### src/rtl/breath_multi_ramp_pkg.sv
// -----------------------------------------------------------------------------
// breath_multi_ramp_pkg
// Shared definitions for the multi-channel breathing ramp generator:
//   mode_e  - 2-bit per-channel waveform mode as presented on the MODE port
//   state_e - per-channel ramp FSM state
// -----------------------------------------------------------------------------
package breath_multi_ramp_pkg;

  typedef enum logic [1:0] {
    MODE_OFF      = 2'd0,
    MODE_TRIANGLE = 2'd1,
    MODE_SAW      = 2'd2,
    MODE_ONESHOT  = 2'd3
  } mode_e;

  typedef enum logic [1:0] {
    ST_UP   = 2'd0,
    ST_DOWN = 2'd1,
    ST_DONE = 2'd2
  } state_e;

endpackage

### src/rtl/breath_multi_ramp_channel.sv
// -----------------------------------------------------------------------------
// breath_channel
// One ramp channel: step prescaler, UP/DOWN/DONE FSM, clamped LEVEL and PEAK.
// Ports:
//   i_clk       system clock (posedge)
//   i_rst_n     asynchronous active-low reset
//   i_en        enable; 0 freezes prescaler, state and level
//   i_mode      waveform mode (OFF/TRIANGLE/SAW/ONESHOT)
//   i_step_div  prescaler terminal count; level steps every i_step_div+1 cycles
//   i_max       ramp ceiling
//   o_level     registered ramp value
//   o_peak      registered one-cycle pulse when an UP step lands on i_max
// -----------------------------------------------------------------------------
module breath_channel
  import breath_multi_ramp_pkg::*;
#(
  parameter int unsigned WIDTH     = 16,
  parameter int unsigned DIV_WIDTH = 32
) (
  input  logic                 i_clk,
  input  logic                 i_rst_n,
  input  logic                 i_en,
  input  logic [1:0]           i_mode,
  input  logic [DIV_WIDTH-1:0] i_step_div,
  input  logic [WIDTH-1:0]     i_max,
  output logic [WIDTH-1:0]     o_level,
  output logic                 o_peak
);

  mode_e                r_prev_mode;
  state_e               r_state;
  logic [DIV_WIDTH-1:0] r_cnt;
  logic [WIDTH-1:0]     r_level;
  logic                 r_peak;

  mode_e                w_mode;
  logic                 w_mode_chg;
  logic [WIDTH-1:0]     w_level_inc;

  assign w_mode      = mode_e'(i_mode);
  assign w_mode_chg  = (w_mode != r_prev_mode);
  assign w_level_inc = r_level + 1'b1;

  always_ff @(posedge i_clk or negedge i_rst_n) begin
    if (!i_rst_n) begin
      r_prev_mode <= MODE_OFF;
      r_state     <= ST_UP;
      r_cnt       <= '0;
      r_level     <= '0;
      r_peak      <= 1'b0;
    end else begin
      r_prev_mode <= w_mode;
      r_peak      <= 1'b0;
      if (w_mode == MODE_OFF) begin
        r_state <= ST_UP;
        r_cnt   <= '0;
        r_level <= '0;
      end else if (w_mode_chg) begin
        // A mode change restarts the ramp phase but keeps the current level.
        r_state <= ST_UP;
        r_cnt   <= '0;
      end else if (i_en) begin
        if (r_cnt == i_step_div) begin
          r_cnt <= '0;
          case (r_state)
            ST_UP: begin
              if (r_level < i_max) begin
                r_level <= w_level_inc;
                // SAW marks the reach step; TRIANGLE/ONESHOT mark the hold step
                // below, so each waveform produces one PEAK per period.
                r_peak  <= (w_mode == MODE_SAW) && (w_level_inc == i_max);
              end else begin
                case (w_mode)
                  MODE_TRIANGLE: begin
                    r_level <= i_max;
                    r_state <= ST_DOWN;
                    r_peak  <= 1'b1;
                  end
                  MODE_ONESHOT: begin
                    r_level <= i_max;
                    r_state <= ST_DONE;
                    r_peak  <= 1'b1;
                  end
                  default: begin
                    // SAW: a level left above a lowered ceiling is clamped first,
                    // the wrap to zero happens on the following step.
                    if (r_level > i_max) begin
                      r_level <= i_max;
                      r_peak  <= 1'b1;
                    end else begin
                      r_level <= '0;
                      r_peak  <= (i_max == '0);
                    end
                  end
                endcase
              end
            end
            ST_DOWN: begin
              if (r_level > i_max) begin
                r_level <= i_max;
              end else if (r_level != '0) begin
                r_level <= r_level - 1'b1;
              end else begin
                r_state <= ST_UP;
              end
            end
            ST_DONE: begin
              r_level <= i_max;
            end
            default: begin
              r_state <= ST_UP;
            end
          endcase
        end else begin
          r_cnt <= r_cnt + 1'b1;
        end
      end
    end
  end

  assign o_level = r_level;
  assign o_peak  = r_peak;

endmodule

### src/rtl/breath_multi_ramp.sv
// -----------------------------------------------------------------------------
// breath_multi_ramp
// CHANNELS independent clamped breathing ramps with per-channel PWM outputs
// driven from one shared free-running PWM counter.
// Ports:
//   CLK       system clock (posedge)
//   NRST      asynchronous active-low reset
//   EN        per-channel enable
//   MODE      per-channel mode, channel i at [2i+1:2i]
//   STEP_DIV  per-channel prescaler terminal count, DIV_WIDTH bits each
//   MAX       per-channel ramp ceiling, WIDTH bits each
//   LEVEL     registered ramp value per channel, WIDTH bits each
//   PWM       registered PWM output per channel (LEVEL > pwm counter)
//   PEAK      one-cycle pulse per channel when its ramp peaks at MAX
// -----------------------------------------------------------------------------
module breath_multi_ramp
  import breath_multi_ramp_pkg::*;
#(
  parameter int unsigned CHANNELS  = 4,
  parameter int unsigned WIDTH     = 16,
  parameter int unsigned DIV_WIDTH = 32
) (
  input  logic                          CLK,
  input  logic                          NRST,
  input  logic [CHANNELS-1:0]           EN,
  input  logic [2*CHANNELS-1:0]         MODE,
  input  logic [DIV_WIDTH*CHANNELS-1:0] STEP_DIV,
  input  logic [WIDTH*CHANNELS-1:0]     MAX,
  output logic [WIDTH*CHANNELS-1:0]     LEVEL,
  output logic [CHANNELS-1:0]           PWM,
  output logic [CHANNELS-1:0]           PEAK
);

  logic [WIDTH*CHANNELS-1:0] w_level;
  logic [WIDTH-1:0]          r_pwm_cnt;
  logic [CHANNELS-1:0]       r_pwm;

  for (genvar g = 0; g < CHANNELS; g++) begin : g_ch
    breath_channel #(
      .WIDTH    (WIDTH),
      .DIV_WIDTH(DIV_WIDTH)
    ) u_ch (
      .i_clk     (CLK),
      .i_rst_n   (NRST),
      .i_en      (EN[g]),
      .i_mode    (MODE[2*g +: 2]),
      .i_step_div(STEP_DIV[g*DIV_WIDTH +: DIV_WIDTH]),
      .i_max     (MAX[g*WIDTH +: WIDTH]),
      .o_level   (w_level[g*WIDTH +: WIDTH]),
      .o_peak    (PEAK[g])
    );
  end

  always_ff @(posedge CLK or negedge NRST) begin
    if (!NRST) begin
      r_pwm_cnt <= '0;
      r_pwm     <= '0;
    end else begin
      r_pwm_cnt <= r_pwm_cnt + 1'b1;
      for (int unsigned i = 0; i < CHANNELS; i++) begin
        r_pwm[i] <= (w_level[i*WIDTH +: WIDTH] > r_pwm_cnt);
      end
    end
  end

  assign LEVEL = w_level;
  assign PWM   = r_pwm;

endmodule

### config.mk
export PLATFORM = sky130hd
export DESIGN_NAME = breath_multi_ramp
export DESIGN_NICKNAME = d
export VERILOG_FILES = /design/src/rtl/breath_multi_ramp_pkg.sv /design/src/rtl/breath_multi_ramp_channel.sv /design/src/rtl/breath_multi_ramp.sv
export SDC_FILE = /design/constraint.sdc
export NUM_CORES = 1
export LEC_CHECK = 0
export ABC_AREA = 1
export ABC_CLOCK_PERIOD_IN_PS = 2800
export CAP_MARGIN = 20
export CORE_MARGIN = 2
export CORE_UTILIZATION = 45
export CTS_CLUSTER_DIAMETER = 80
export DETAILED_ROUTE_END_ITERATION = 8
export MAX_ROUTING_LAYER = met4
export PLACE_DENSITY = 0.69
export SLEW_MARGIN = 20
export SYNTH_ARGS = -nofsm -noshare
export SYNTH_HDL_FRONTEND = slang
export SYNTH_SLANG_ARGS = --single-unit
### constraint.sdc
create_clock -name CLK -period 2.8 [get_ports CLK]
set_clock_uncertainty 0.05 [all_clocks]
set_input_delay 0.84 -clock CLK [delete_from_list [all_inputs] [get_ports CLK]]
set_output_delay 0.84 -clock CLK [all_outputs]
set_load 0.02 [all_outputs]
==> results by group <==
Status
  • Status: completed

STA
  • Fmax: ~360 MHz
  • Max-Slew Margin vs Limit: between 50 and 60%
  • RSZ-0062 raised after global routing: true
  • Hold WS: around 140 ps
  • Fin crit share: around 100%
  • Final Hold Viols: 0
  • Worst slew pin tran: around 740 ps
  • Min Tclk post-route: around 2800 ps
  • Setup-failing EPs final: 0
  • Slew Limit Fails: 0

CTS
  • Clock transition at path regs: ~60 ps
  • CTS tree: yes
  • Clock sink count: about 230
  • Clock Latency Late Sink: between 500 and 600 ps
  • Clock Tree Root: clkbuf_16
  • CTS H-Tree Depth: 2
  • Cts bufs inserted: 35
  • Clock Path Buffers: 3

Yosys
  • Post-synthesis compound-gate area fraction: a little under a tenth
  • Number of synthesized flops with an enable pin: 0
  • Most common cell in the netlist: nand2_1
  • Syn_area_per_cell: 6.432 sq um
  • Most used DFF post-synth: dfrtp_1
  • Cell accounting for the most synthesized area: dfrtp_1
  • Largest cells by area after synthesis: dfrtp_1 (24%), nand2_1 (15%), nand3_1 (10%), ha_1 (8.9%), inv_1 (6.9%)
  • Most frequent cells after synthesis: nand2_1 (972), nand3_1 (489), inv_1 (445)
  • Synth Area in Adders: ~8.9%
  • Ys async rst share: between 90% and 100%
  • Flops & latches, synth: roughly 230
  • Post-synthesis simple-gate area fraction: about two fifths
  • Xor-xnor portion of the synthesized cell area: around 8.3%
  • Mapped Area: between 0.02 and 0.025 sq mm
  • Synthesized Nets: around 4,200
  • Synth top area share: 23.93%
  • Cells after synthesis: about 3,800
  • Sequential fraction of the synthesis area: 23.93%
  • Unique masters post-synth: 61
  • Largest family of logic cells by synthesized area: simple AND/OR/NAND/NOR gates
  • Yosys Warn Count: 0
  • Mux share of post-synthesis cell area: 0%

Die
  • Die height: between 200 and 250 um
  • # IOs: 278
  • Row cnt: between 80 and 90
  • Initial Utilization: 45.27%
  • Die X: approximately 240 um
  • Core ar.: between 0.05 and 0.06 sq mm
  • Die footprint: around 0.056 sq mm

Final layout
  • Final net count: about 4,700
  • Syn-to-layout area delta: 30.34%
  • Final Non-Filler Cells: roughly 5,100
  • Layout cells sized above 1: a little over an eighth

Critical path
  • Crit path largest cell delay: slightly below 800 ps
  • CP bufs+invs: 1
  • CP endpoint kind: output pin
  • CP cell instances: clkdlybuf4s50_1
  • Slowest CP cell: clkdlybuf4s50_1
  • Critical Path Start Type: flop
  • Top delay family on crit path: buffers and inverters
  • Critical Path Fanout Max: 9
  • Critical path class: reg2out
  • CP Data Required Time: roughly 1900 ps
  • Worst path arrival time: about 1900 ps

Pwr
  • Leak: about 0.015 uW
  • Power density over the cells: between 300 and 400 mW/mm^2
  • Max VDD drop: 0.3722 mV

Placement
  • RD Place Congestion: ~0.98
  • # port buffers: between 200 and 300
  • Dpl cells: between 4,000 and 5,000
  • DP Wirelength: between 60,000 and 70,000 um

Global route
  • Vias in the first global route: approximately 25,000
  • Gr usage total: a little under 30%
  • Grt ovf: 0
  • Largest net degree at the start of global routing: 57
  • Initial antenna violation count: 2
  • First-pass GRT wire length: about 130,000 um

Min path
  • Hold Path Class: in2async

Routing
  • Vias/cell: about 5.3
  • Wirelength per Cell: 15.97 um
  • Drt pass-1 iters: 7
  • Post-route DRC violation count: 0
  • WL final: 80,800 um
  • Initial DRC Count: between 1,500 and 2,000
  • Antenna viol nets, final: 0
  • DR vias: ~27,000

Job
  • Total of max-cap violations: 0
-- report_power, final --
part | switching, uW | internal (uW)
clock | 1710 | 2790
sequential | 18.8 | 3380
combinational | 1290 | 1040
-- sequential cells by signal (all words and copies together) (netlist names) --
register / flops
g_ch.u_ch.r_state: 8
g_ch.u_ch.o_level: 64
g_ch.u_ch.o_peak: 4
PWM: 4
g_ch.u_ch.r_prev_mode: 8
r_pwm_cnt: 16
g_ch.u_ch.r_cnt: 128
-- timing repair --
action                     in CTS  in global routing
setup buffers                   1                  6
pin swaps                       1                  8
hold buffers                    0                  0
resized for setup               3                 43
setup endpoints to repair      18                 74
gates cloned                    0                  1
-- metrics by stage --
stage | utilization, % | instance area, sq um | setup WS [ps] | TNS [ps] | total power (uW)
after floorplan | - | 24260 | 207.0 | 0 | 4698
after global placement | 56.35 | 30210 | -567.2 | -35490 | 5730
after detailed placement | 56.35 | 30210 | -632.6 | -39890 | 5749
after CTS | 58.56 | 31390 | 13.84 | 0 | 10320
after global routing | 58.99 | 31620 | -21.11 | -109.0 | 10740
final | 59.00 | 31620 | 17.09 | 0 | 10240
-- final timing paths --
path                                    startpoint                      to  slack, ps  cells past startpoint
setup / recovery           g_ch[3].u_ch.o_level[4]               LEVEL[52]         20                      1
max in group asynchronous                     NRST  g_ch[2].u_ch.r_cnt[24]       1820                      2
min in group CLK                      r_pwm_cnt[5]            r_pwm_cnt[5]        440                      1
setup reg to reg           g_ch[2].u_ch.o_level[1]     g_ch[2].u_ch.o_peak        170                     11
hold / removal                                NRST     g_ch[0].u_ch.o_peak        140                      1
hold reg to reg                       r_pwm_cnt[5]            r_pwm_cnt[5]        440                      1
-- layout by cell type, fill, tap and decap left out, types with 138 or more instances in the layout --
cell,Yosys,routed
nand2_1,972,970
nand3_1,489,489
inv_1,445,444
nor2_1,358,353
buf_4,11,343
clkdlybuf4s50_1,0,270
dfrtp_1,232,230
a21oi_1,184,181
ha_1,173,173
o21ai_0,145,138
-- layout make-up --
class	count	area, sq um
Antenna cell	3	7.507
Sequential cell	232	5808
Tap cell	696	870.8
Timing Repair Buffer	649	5899
Clock inverter	13	147.6
Multi-Input combinational cell	2959	16150
Inverter	461	1730
Fill cell	5194	21980
Clock buffer	48	1007
-- metal layers --
layer  part of all wire, %  track usage (%)
met5                     0                -
met4                   2.7            8.784
met3                   7.5            4.330
met2                    45            45.76
met1                    45            39.09
-- kinds of logic (layout without fill, tap and decap cells) --
logic type / Yosys count / after routing
adder cells (fa/ha/maj): 173 / 173
XOR/XNOR: 219 / 219
buffers and inverters: 581 / 1171
AO/OA/AOI/OAI: 406 / 406
flip-flops: 232 / 232
AND/OR/NAND/NOR: 2161 / 2161
other: 0 / 3
Power figures use the tool's default switching activity.
